### src/rtl/key_event_pkg.sv
// Shared state encoding and default timing constants for the key event decoder.
// Per-key FSMs and the top-level prescaler import this package.
package key_event_pkg;

   typedef enum logic [1:0] {
      IDLE  = 2'd0,
      SHORT = 2'd1,
      HOLD  = 2'd2
   } key_state_t;

   localparam int unsigned DEF_CLK_FREQ  = 50_000_000;
   localparam int unsigned DEF_LONG_MS   = 1000;
   localparam int unsigned DEF_REPEAT_MS = 200;
   localparam int unsigned MS_CNT_W      = 16;

endpackage

### src/rtl/key_press_fsm.sv
// Per-key press classifier: short press, long press and auto-repeat pulses,
// all registered, driven by a shared millisecond tick.
module key_press_fsm
   import key_event_pkg::*;
#(
   parameter int unsigned LONG_MS   = DEF_LONG_MS,
   parameter int unsigned REPEAT_MS = DEF_REPEAT_MS
) (
   input  logic sys_clk,
   input  logic sys_rst_n,
   input  logic ms_tick,
   input  logic key_flag,
   input  logic key_bit,
   output logic short_press,
   output logic long_press,
   output logic repeat_press,
   output logic key_held
);

   localparam logic [MS_CNT_W-1:0] LONG_LAST   = MS_CNT_W'(LONG_MS - 1);
   localparam logic [MS_CNT_W-1:0] REPEAT_LAST = MS_CNT_W'(REPEAT_MS - 1);

   key_state_t          state, state_nxt;
   logic [MS_CNT_W-1:0] ms_cnt, ms_cnt_nxt;
   logic                short_nxt, long_nxt, repeat_nxt;
   logic                press_ev, release_ev;

   assign press_ev   = key_flag & ~key_bit;
   assign release_ev = key_flag & key_bit;

   always_ff @(posedge sys_clk or negedge sys_rst_n) begin
      if (!sys_rst_n) begin
         state        <= IDLE;
         ms_cnt       <= '0;
         short_press  <= 1'b0;
         long_press   <= 1'b0;
         repeat_press <= 1'b0;
         key_held     <= 1'b0;
      end else begin
         state        <= state_nxt;
         ms_cnt       <= ms_cnt_nxt;
         short_press  <= short_nxt;
         long_press   <= long_nxt;
         repeat_press <= repeat_nxt;
         key_held     <= (state_nxt != IDLE);
      end
   end

   // A release is checked before the tick so it wins when both land together.
   always_comb begin
      state_nxt  = state;
      ms_cnt_nxt = ms_cnt;
      case (state)
         IDLE: begin
            if (press_ev) begin
               state_nxt  = SHORT;
               ms_cnt_nxt = '0;
            end
         end
         SHORT: begin
            if (release_ev) begin
               state_nxt = IDLE;
            end else if (ms_tick) begin
               if (ms_cnt == LONG_LAST) begin
                  state_nxt  = HOLD;
                  ms_cnt_nxt = '0;
               end else begin
                  ms_cnt_nxt = ms_cnt + MS_CNT_W'(1);
               end
            end
         end
         HOLD: begin
            if (release_ev) begin
               state_nxt = IDLE;
            end else if (ms_tick) begin
               if (ms_cnt == REPEAT_LAST) begin
                  ms_cnt_nxt = '0;
               end else begin
                  ms_cnt_nxt = ms_cnt + MS_CNT_W'(1);
               end
            end
         end
         default: state_nxt = IDLE;
      endcase
   end

   always_comb begin
      short_nxt  = (state == SHORT) && release_ev;
      long_nxt   = (state == SHORT) && !release_ev && ms_tick && (ms_cnt == LONG_LAST);
      repeat_nxt = (state == HOLD)  && !release_ev && ms_tick && (ms_cnt == REPEAT_LAST);
   end

endmodule

### src/rtl/key_event_decoder.sv
// Four-key event decoder: a shared millisecond prescaler feeding one
// key_press_fsm per key.
module key_event_decoder
   import key_event_pkg::*;
#(
   parameter int unsigned CLK_FREQ  = DEF_CLK_FREQ,
   parameter int unsigned LONG_MS   = DEF_LONG_MS,
   parameter int unsigned REPEAT_MS = DEF_REPEAT_MS
) (
   input  logic       sys_clk,
   input  logic       sys_rst_n,
   input  logic       key_flag,
   input  logic [3:0] key_value,
   output logic [3:0] short_press,
   output logic [3:0] long_press,
   output logic [3:0] repeat_press,
   output logic [3:0] key_held
);

   localparam int unsigned PRESC_MAX = CLK_FREQ / 1000 - 1;

   logic [31:0] presc_cnt;
   logic        ms_tick;

   assign ms_tick = (presc_cnt == PRESC_MAX);

   always_ff @(posedge sys_clk or negedge sys_rst_n) begin
      if (!sys_rst_n) begin
         presc_cnt <= '0;
      end else if (ms_tick) begin
         presc_cnt <= '0;
      end else begin
         presc_cnt <= presc_cnt + 32'd1;
      end
   end

   for (genvar i = 0; i < 4; i++) begin : g_key
      key_press_fsm #(
         .LONG_MS   (LONG_MS),
         .REPEAT_MS (REPEAT_MS)
      ) u_fsm (
         .sys_clk      (sys_clk),
         .sys_rst_n    (sys_rst_n),
         .ms_tick      (ms_tick),
         .key_flag     (key_flag),
         .key_bit      (key_value[i]),
         .short_press  (short_press[i]),
         .long_press   (long_press[i]),
         .repeat_press (repeat_press[i]),
         .key_held     (key_held[i])
      );
   end

endmodule

### config.mk
export PLATFORM = sky130hd
export DESIGN_NAME = key_event_decoder
export DESIGN_NICKNAME = d
export VERILOG_FILES = /design/src/rtl/key_event_pkg.sv /design/src/rtl/key_press_fsm.sv /design/src/rtl/key_event_decoder.sv
export SDC_FILE = /design/constraint.sdc
export NUM_CORES = 1
export LEC_CHECK = 0
export ABC_AREA = 1
export BUFFER_PORTS_ARGS = -buffer_cell sky130_fd_sc_hd__buf_2
export CAP_MARGIN = 5
export CELL_PAD_IN_SITES_DETAIL_PLACEMENT = 0
export CELL_PAD_IN_SITES_GLOBAL_PLACEMENT = 1
export CORE_MARGIN = 2
export CORE_UTILIZATION = 49
export CTS_CLUSTER_DIAMETER = 50
export DETAILED_ROUTE_END_ITERATION = 7
export GPL_ROUTABILITY_DRIVEN = 0
export HOLD_SLACK_MARGIN = 0.05
export PLACE_DENSITY_LB_ADDON = 0.3
export SYNTH_ARGS = -nofsm -noshare
export SYNTH_HDL_FRONTEND = slang
export SYNTH_SLANG_ARGS = --single-unit
### constraint.sdc
create_clock -name sys_clk -period 3 [get_ports sys_clk]
set_clock_uncertainty 0.05 [all_clocks]
set_input_delay 0.3 -clock sys_clk [delete_from_list [all_inputs] [get_ports sys_clk]]
set_output_delay 0.3 -clock sys_clk [all_outputs]
set_load 0.005 [all_outputs]
Word level (Yosys, flattened, before mapping). Cells that the tools add are included.

$add $sub $neg: 5. Equal/unequal tests: 37. Mux-type cells: 57. Bitwise operators: 12. Reduce and logical (&&, ||, !) cells: 48.

Operators by type and width (number): $mux 16 (28); $pmux 16 s3 (4); $add 16x1->16 const B (4); $eq 16x10->1 const B (4); $eq 16x8->1 const B (4); $mux 2 (20); $add 32x1->32 const B (1); $eq 32x16->1 const B (1); $mux 32 (1); $logic_and 1x1->1 (28); $ne 2x2->1 const B (14); $pmux 2 s3 (4); $reduce_and 6->1 (4); $ne 2x1->1 const B (6); $reduce_bool 3->1 (4); $and 1x1->1 (8); $eq 2x1->1 const B (4); $eq 2x2->1 const B (4); $logic_not 2->1 (4); $reduce_bool 2->1 (4); $logic_not 1->1 (4); $not 1->1 (4).

Register bits after elaboration: 120. Input bits: 7. Output and inout bits: 16. Logic and storage cells: 184.

Longest topological paths before layout. Gate-level depths: netlist (run 1).

Depth in word-level cells: 6. Depth in mapped cells: 12. Mapped depth without buffers: 12.

By module. A second synthesis (run 1) with hierarchy kept.

Cell total of the unflattened synthesis: 1161. Area total of the unflattened synthesis: 8022.7 sq um.

By module, submodules not included: key_press_fsm at g_key[1].u_fsm ... (times used 2, cells each 217, area an instance 1503.9 sq um, seq. area each 550.5 sq um); key_event_decoder (times used 1, cells each 286, area an instance 1958.1 sq um, seq. area each 800.8 sq um); key_press_fsm at g_key[3].u_fsm (times used 1, cells each 217, area an instance 1572.8 sq um, seq. area each 550.5 sq um); key_press_fsm at g_key[0].u_fsm (times used 1, cells each 224, area an instance 1483.9 sq um, seq. area each 550.5 sq um).

Worst setup path before layout (run 1). Ideal clock, no wire load.

Path type: reg2reg. From: register g_key[2].u_fsm.state[0]. To: register g_key[2].u_fsm.ms_cnt[7]. Library setup time: 118 ps. Arrival: 1662 ps. Required time: 2832 ps. Path slack: 1170 ps. Cell stages (with the launch flop): 10. Path buffers: 2. Period minus slack after synthesis: 1830 ps. Cells stage by stage: dfrtp_1 > inv_1 > ha_1 > buf_2 > nor2_1 > o211ai_1 > o21bai_1 > buf_2 > nand2_1 > nand2_1.

Longest elaborated chain between the ends: 3. Elaborated cells between the ends (all ways): 11. Those cells by class: 7 x eq/ne; 1 x mux; 3 x reduce/logical.

RTL lines: from (decl) (line key_press_fsm.sv:23) `key_state_t state, state_nxt;`; from (signal assigned) (line key_press_fsm.sv:40) `state <= state_nxt;`; $eq 2x1->1, or another cell as far along (line key_press_fsm.sv:53) `case (state)`; $ne 2x2->1 (no source line), or another cell as far along; $reduce_and 6->1 (no source line); to (signal assigned) (line key_press_fsm.sv:41) `ms_cnt <= ms_cnt_nxt;`; to (decl) (line key_press_fsm.sv:24) `logic [MS_CNT_W-1:0] ms_cnt, ms_cnt_nxt;`.

Several ways; a longest one is shown, not always the timed one. A chain may end at the register's enable or synchronous reset.

Worst setup path after layout (run 1).
From: register presc_cnt[0]. To: register g_key[2].u_fsm.ms_cnt[1].

Longest elaborated chain between the ends: 3. Elaborated cells between the ends (all ways): 4. Those cells by class: 3 x eq/ne; 1 x reduce/logical.

RTL lines: from (decl) (line key_event_decoder.sv:22) `logic [31:0] presc_cnt;`; from (signal assigned) (line key_event_decoder.sv:33) `presc_cnt <= presc_cnt + 32'd1;`; $eq 32x16->1 (*) (line key_event_decoder.sv:25) `assign ms_tick = (presc_cnt == PRESC_MAX);`; $ne 2x2->1 (no source line); $reduce_and 6->1 (no source line) (*).

Mark *: on every way between the ends. The rest lies on a longest branch, timed or not.

==> results of run 1 <==
-- power by group through the flow --
| stage | combinational (W) | sequential [W] | clock, W |
|---|---|---|---|
| final | 0.00123 | 0.00176 | 0.00223 |
| after detailed placement | 0.00122 | 0.00179 | 0 |
| after global routing | 0.00138 | 0.00177 | 0.00236 |
| after CTS | 0.00123 | 0.00176 | 0.00228 |
| after global placement | 0.00122 | 0.00178 | 0 |
| after floorplan | 0.000931 | 0.00177 | 0 |
-- registers in the layout, indices dropped and copies added, names as in the netlist --
signal / count
g_key.u_fsm.ms_cnt: 64
g_key.u_fsm.state: 8
g_key.u_fsm.short_press: 4
g_key.u_fsm.long_press: 4
g_key.u_fsm.repeat_press: 4
presc_cnt: 32
g_key.u_fsm.key_held: 4
-- how the worst min path moves through the flow --
| stage | startpoint | end | cells past startpoint |
|---|---|---|---|
| 3_3_place_gp | sys_rst_n | g_key[0].u_fsm.ms_cnt[14]$_DFFE_PN0P_ | 1 |
| 3_5_place_dp | sys_rst_n | g_key[0].u_fsm.ms_cnt[14]$_DFFE_PN0P_ | 1 |
| 6_report | key_value[2] | g_key[2].u_fsm.short_press$_DFF_PN0_ | 3 |
| 4_1_cts | key_value[3] | g_key[3].u_fsm.short_press$_DFF_PN0_ | 3 |
| 5_1_grt | key_value[2] | g_key[2].u_fsm.short_press$_DFF_PN0_ | 3 |
| 2_1_floorplan | sys_rst_n | g_key[0].u_fsm.key_held$_DFF_PN0_ | 0 |
-- tightest hold or removal path, delay by kind of cell --
family	cells	cell delay (ps)
buf+inv	1	100
simple gates	2	200
-- final cells by class --
cell class	count	area share, %
clock buffer	19	4.78
clock inverter	13	2.05
timing repair buffer	33	2.26
sequential	120	31.7
multi-input combinational	992	49.7
inverter	167	6.61
tap	225	2.97
-- stage by stage --
stage	hold WS, ps	area, µm²	instances
floorplan	-45.6	8610	1326
global placement	294	8820	1536
detailed placement	298	8820	1536
CTS	152	9480	1569
global route	183	9480	1569
finish	175	9480	1569
-- per-layer routing --
metal  up-vias  track usage [%]  share of wire, %
met4         0             6.48              0.90
met2       205             38.1                45
met3        17             4.52               5.0
met5         -                0                 0
met1      3832             36.5                50
li1       4233                -                 -
-- synth_stat cells (all sizes together) (2+ instances only) --
| cell type | count | area, µm² |
|---|---|---|
| dfrtp | 120 | 3000 |
| nor2 | 189 | 761 |
| nand3 | 148 | 746 |
| xor2 | 28 | 245 |
| buf | 31 | 215 |
| nor4 | 4 | 25.0 |
| xnor2 | 6 | 52.6 |
| a211oi | 4 | 30.0 |
| or2 | 2 | 12.5 |
| nand2 | 427 | 1600 |
| clkbuf | 16 | 60.1 |
| nor3 | 28 | 140 |
| a21oi | 16 | 80.1 |
| a2bb2oi | 2 | 17.5 |
| nand4 | 55 | 344 |
| ha | 21 | 263 |
| inv | 166 | 623 |
| o21ai | 33 | 165 |
| o21bai | 8 | 60.1 |
| o211ai | 17 | 138 |
-- kinds of logic (layout without fill, tap and decap cells) --
kind of cell,count (synthesis),count (layout),share of synthesized area [%]
AND/OR/NAND/NOR,856,856,42.4
buffers and inverters,214,232,10.5
flip-flops,120,120,34.9
AO/OA/AOI/OAI,81,81,5.78
XOR/XNOR,34,34,3.46
adder cells (fa/ha/maj),21,21,3.05
-- timing repair --
item | in CTS | in global routing
hold buffers | 1 | 0
endpoints found under the setup margin | 0 | 0
endpoints found under the hold margin | 63 | 0
==> flow_summary.toml, run 1 <==
[run_status]
status = "completed"

[setup_path]
end_kind = "register"
crit-reg2reg-launch = "presc_cnt[0]$_DFF_PN0_"
worst-setup-path-type = "reg -> reg"
start_kind = "register"
critPathCapture = "g_key[2].u_fsm.ms_cnt[1]$_DFFE_PN0P_"
arrival_ps = 2590
reg2reg_slack_ps = 610
slowest_stage = "o21bai_1"
cpPeakStageDelay_ps = 880
crit_fanout = 19
ff2ff_path_depth = 7
cp_num_buf_inv = 0
path_delay_family = "compound AO/OA/AOI/OAI gates"
path_cells = "ha_1 -> nand3_2 -> nor2_1 -> nand2_1 -> nor2_4 -> o21bai_1 -> o21ai_0"
r2r-end = "g_key[2].u_fsm.ms_cnt[1]$_DFFE_PN0P_"
cp.depth = 7
worstPathRequired_ps = 3200
startpoint = "presc_cnt[0]$_DFF_PN0_"

[yosys]
yosys.cell_types.count = 34
postSynth.asyncResetShare_pct = 100
synth_top_flop_cell = "dfrtp_1"
yosys_warnings = 0
yosysSeqAreaShare_pct = 34.9
synth_area_um2 = 8610
synth_fp_nets = 1354
synth_edf_count = 0
ys_ff_latch = 120
syn_avg_cell_area_um2 = 6.50
synth_cells = 1326

[sta]
hold_violations = 0
slew_headroom_pct = 25.7
rsz0062_at_grt = "no"
timing.setup.tns_ps = 0
setup_viol = 0
period_minus_slack_ps = 2390
setup_ws_ps = 606
slew_viol_final = 0
worst_slew_pin_slew_ps = 1110
fmax_mhz = 418
finalCritPeriodShare_pct = 79.8

[clock_tree]
cts_tree = "built"
clock-root-buffer = "clkbuf_16"
htree_levels = 4
clock_path_buffers = 2
post_cts_buffers = 0
cts_sinks = 120
cts_buffers = 17
clkTransAtPathRegs_ps = 60
cts_resized = 0
worstSkewPairLatency_ps = 420

[global_route]
grt_max_degree = 66
grt_pass1_vias = 7543
grt_first_pass_wirelength_mm = 37.2
grt.overflow.total = 0
antenna_found_initial = 0
grtUsageTotal_pct = 25.0

[place]
dp_worst_setup_slack_ps = 622
port-buffer-count = 22
post-dp-hpwl_mm = 15.7

[route]
dr.pass1.iters = 8
routed_wl_mm = 21.8
detail_route.iter0.violations = 754
avgViaCountPerCell = 5.28
ant_nets = 0
drcViolationCount = 0
via_count = 8287
wire_per_inst_um = 13.9

[min_path]
hold_path_class = "in -> reg"

[power_and_ir_drop]
netSwitchingPower_w = 0.00177
power.density_nw_per_um2 = 550
combPwrFrac_pct = 23.5
p_int_w = 0.00344
leakagePower_nw = 4.78
power_frac_clock_pct = 42.7
switching_share_pct = 34.0
power_w = 0.00521
peakVddDrop_v = 0.000385
seqPwrFrac_pct = 33.7

[die]
core_um2 = 17200
dieArea_um2 = 18700
dieWidth_um = 137
start_util_pct = 50.0
rows = 48
fp.dieH_um = 137
ios = 23

[cells_and_area]
regArea_um2 = 3000
layout_commonest_cell = "nand2_1"
drive_gt1_share_pct = 5.88
antenna_cells = 0
final_cell_mix = "427 x nand2_1, 182 x nor2_1, 163 x inv_1, 147 x nand3_1, 120 x dfrtp_1"
multiInputGateArea_um2 = 4710
final_util_pct = 55.0
nets = 1359
fillers = 1672
area_growth_pct = 10.1

[run]
cap_violations = 0
Power figures use the tool's default switching activity.
==> run 2: changes to the inputs <==
--- a/config.mk
+++ b/config.mk
@@ -11,7 +11,7 @@
 export CELL_PAD_IN_SITES_DETAIL_PLACEMENT = 0
 export CELL_PAD_IN_SITES_GLOBAL_PLACEMENT = 1
 export CORE_MARGIN = 2
-export CORE_UTILIZATION = 49
+export CORE_UTILIZATION = 46
 export CTS_CLUSTER_DIAMETER = 50
 export DETAILED_ROUTE_END_ITERATION = 7
 export GPL_ROUTABILITY_DRIVEN = 0
==> constraint.sdc (replaced) <==
create_clock -name sys_clk -period 2.3 [get_ports sys_clk]
set_clock_uncertainty 0.05 [all_clocks]
set_input_delay 0.23 -clock sys_clk [delete_from_list [all_inputs] [get_ports sys_clk]]
set_output_delay 0.23 -clock sys_clk [all_outputs]
set_load 0.005 [all_outputs]
==> run 2 against run 1 <==
Fmax up 16%. Worst hold slack worse by 91 ps. Final cell count up 1.6%. Cell area up 1.5%. Clock-buffer cell count up 2. Global-route usage down 1.6 points. Clock power up 26%. Critical path type unchanged. Critical endpoint is now g_key[3].u_fsm.ms_cnt[9]$_DFFE_PN0P_.
==> flow_summary.toml, run 2 (synthesis gave the netlist of run 1 again) <==
[cells_and_area]
nets = 1375
antenna_cells = 0
final_cell_mix = "426 x nand2_1, 182 x nor2_1, 163 x inv_1, 147 x nand3_1, 120 x dfrtp_1"
fin_cells = 1594
regMostFlops = "g_key.u_fsm.ms_cnt"
regArea_um2 = 3000
multiInputGateArea_um2 = 4720
reg_top3 = "g_key.u_fsm.ms_cnt: 64 flops, presc_cnt: 32 flops, g_key.u_fsm.state: 8 flops"
largest_reg_flops = 64
fillers = 1900
area_growth_pct = 11.7
drive_gt1_share_pct = 7.21
layout_commonest_cell = "nand2_1"

[global_route]
grt_first_pass_wirelength_mm = 37.5
grt_max_degree = 48
grt.overflow.total = 0
antenna_found_initial = 0
grtUsageTotal_pct = 23.4
grt_pass1_vias = 7612

[power_and_ir_drop]
p_int_w = 0.00450
netSwitchingPower_w = 0.00230
seqPwrFrac_pct = 33.7
power_w = 0.00681
combPwrFrac_pct = 25.3
switching_share_pct = 33.8
peakVddDrop_v = 0.000534
power.density_nw_per_um2 = 707
power_frac_clock_pct = 41.1
leakagePower_nw = 4.86

[die]
dieWidth_um = 141
dieArea_um2 = 19800
start_util_pct = 46.5
fp.dieH_um = 141
ios = 23
rows = 50
core_um2 = 18500

[setup_path]
cp_num_buf_inv = 3
ff2ff_path_depth = 12
cpPeakStageDelay_ps = 370
r2r-end = "g_key[3].u_fsm.ms_cnt[9]$_DFFE_PN0P_"
start_kind = "register"
arrival_ps = 2330
worst-setup-path-type = "reg -> reg"
path_delay_family = "simple AND/OR/NAND/NOR gates"
worstPathRequired_ps = 2570
slowest_stage = "dfrtp_1"
reg2reg_slack_ps = 240
crit_fanout = 14
path_cells = "ha_1 -> nand3_2 -> nor2_1 -> nand2_1 -> nor2_4 -> buf_4 -> nor2_1 -> nor2_4 -> buf_12 -> nand2_1 -> nand2_1 -> inv_1"
crit-reg2reg-launch = "presc_cnt[0]$_DFF_PN0_"
cpMostUsedCell = "nand2_1"
end_kind = "register"

[place]
dp_cells = 1559
port-buffer-count = 22
post-dp-hpwl_mm = 16.3

[min_path]
hold_path_depth = 3
hold_end = "g_key[3].u_fsm.short_press$_DFF_PN0_"
hp-start = "key_value[3]"
hold_path_class = "in -> reg"

[clock_tree]
cts_sinks = 120
cts_tree = "built"
worstSkewPairLatency_ps = 430
htree_levels = 4
clkTransAtPathRegs_ps = 60
cts_buffers = 17
clock-root-buffer = "clkbuf_16"
clock_path_buffers = 2

[sta]
timing.setup.tns_ps = 0
fmax_mhz = 486
period_minus_slack_ps = 2060
rsz0062_at_grt = "no"
slew_headroom_pct = 56.5
hold_violations = 0
setup_viol = 0
worst_slew_pin_slew_ps = 652
slew_viol_final = 0
finalCritPeriodShare_pct = 89.4

[route]
drcViolationCount = 0
wire_per_inst_um = 13.9
routed_wl_mm = 22.1
detail_route.iter0.violations = 540
via_count = 8230
avgViaCountPerCell = 5.16
dr.pass1.iters = 7
ant_nets = 0

[run_status]
status = "completed"

[run]
cap_violations = 0
==> run 2: cell types whose count changed in the layout (fill, tap and decap cells not counted), sizes merged <==
cell	change
buf	+16
bufinv	-1
clkbuf	+2
clkinv	+1
clkinvlp	-1
inv	-1
==> run 2: how the worst max path moves through the flow <==
stage	start	to	slack [ps]	cells after the start
6_report	presc_cnt[0]$_DFF_PN0_	g_key[3].u_fsm.ms_cnt[9]$_DFFE_PN0P_	240	12
3_5_place_dp	presc_cnt[0]$_DFF_PN0_	g_key[2].u_fsm.ms_cnt[1]$_DFFE_PN0P_	-4	7
2_1_floorplan	g_key[2].u_fsm.state[0]$_DFF_PN0_	g_key[2].u_fsm.ms_cnt[7]$_DFFE_PN0P_	470	9
4_1_cts	presc_cnt[0]$_DFF_PN0_	g_key[1].u_fsm.ms_cnt[1]$_DFFE_PN0P_	40	7
5_1_grt	g_key[0].u_fsm.ms_cnt[0]$_DFFE_PN0P_	g_key[0].u_fsm.key_held$_DFF_PN0_	10	11
3_3_place_gp	presc_cnt[0]$_DFF_PN0_	g_key[2].u_fsm.ms_cnt[1]$_DFFE_PN0P_	50	7
==> run 2: power by group through the flow <==
stage               combinational, W  sequential [W]  clock, W
floorplan                    0.00121         0.00231         0
global placement             0.00163         0.00232         0
detailed placement           0.00162         0.00233         0
CTS                          0.00163         0.00229   0.00285
global route                 0.00190         0.00230   0.00295
finish                       0.00172         0.00229   0.00280
==> run 2: metrics by stage <==
| step | area, µm² | utilization [%] | worst slack [ps] | hold WS, ps |
|---|---|---|---|---|
| after detailed placement | 8940 | 48.3 | -3.64 | 152 |
| after CTS | 9570 | 51.7 | 44.4 | 70.4 |
| after global placement | 8940 | 48.3 | 45.8 | 144 |
| after global routing | 9620 | 52.0 | 13.4 | 107 |
| after floorplan | 8610 | - | 470 | -116 |
| final | 9620 | 52.0 | 243 | 84.4 |
==> run 2: area by class of cell <==
type	instances	area share, %
multi-input combinational	992	49.1
tap	234	3.04
clock buffer	21	4.89
inverter	167	6.52
timing repair buffer	49	3.73
clock inverter	11	1.51
sequential	120	31.2
==> run 2: routing by layer <==
metal / wire, µm / track usage (%)
met1: 11300 / 33.9
met2: 9750 / 35.8
met3: 857 / 4.25
met4: 250 / 6.74
met5: 0 / 0
==> run 2: what timing repair did <==
item                       4_1_cts  5_1_grt
buffers inserted                 0        2
hold buffers                     1        0
resized for setup                1        3
setup endpoints to repair        2       38
hold endpoints to repair        44        0
pin swaps                        0        2
==> run 2: worst min-delay path, delay by kind of cell <==
family	cells	cell delay (ps)
buffers and inverters	1	110
AND/OR/NAND/NOR	2	170
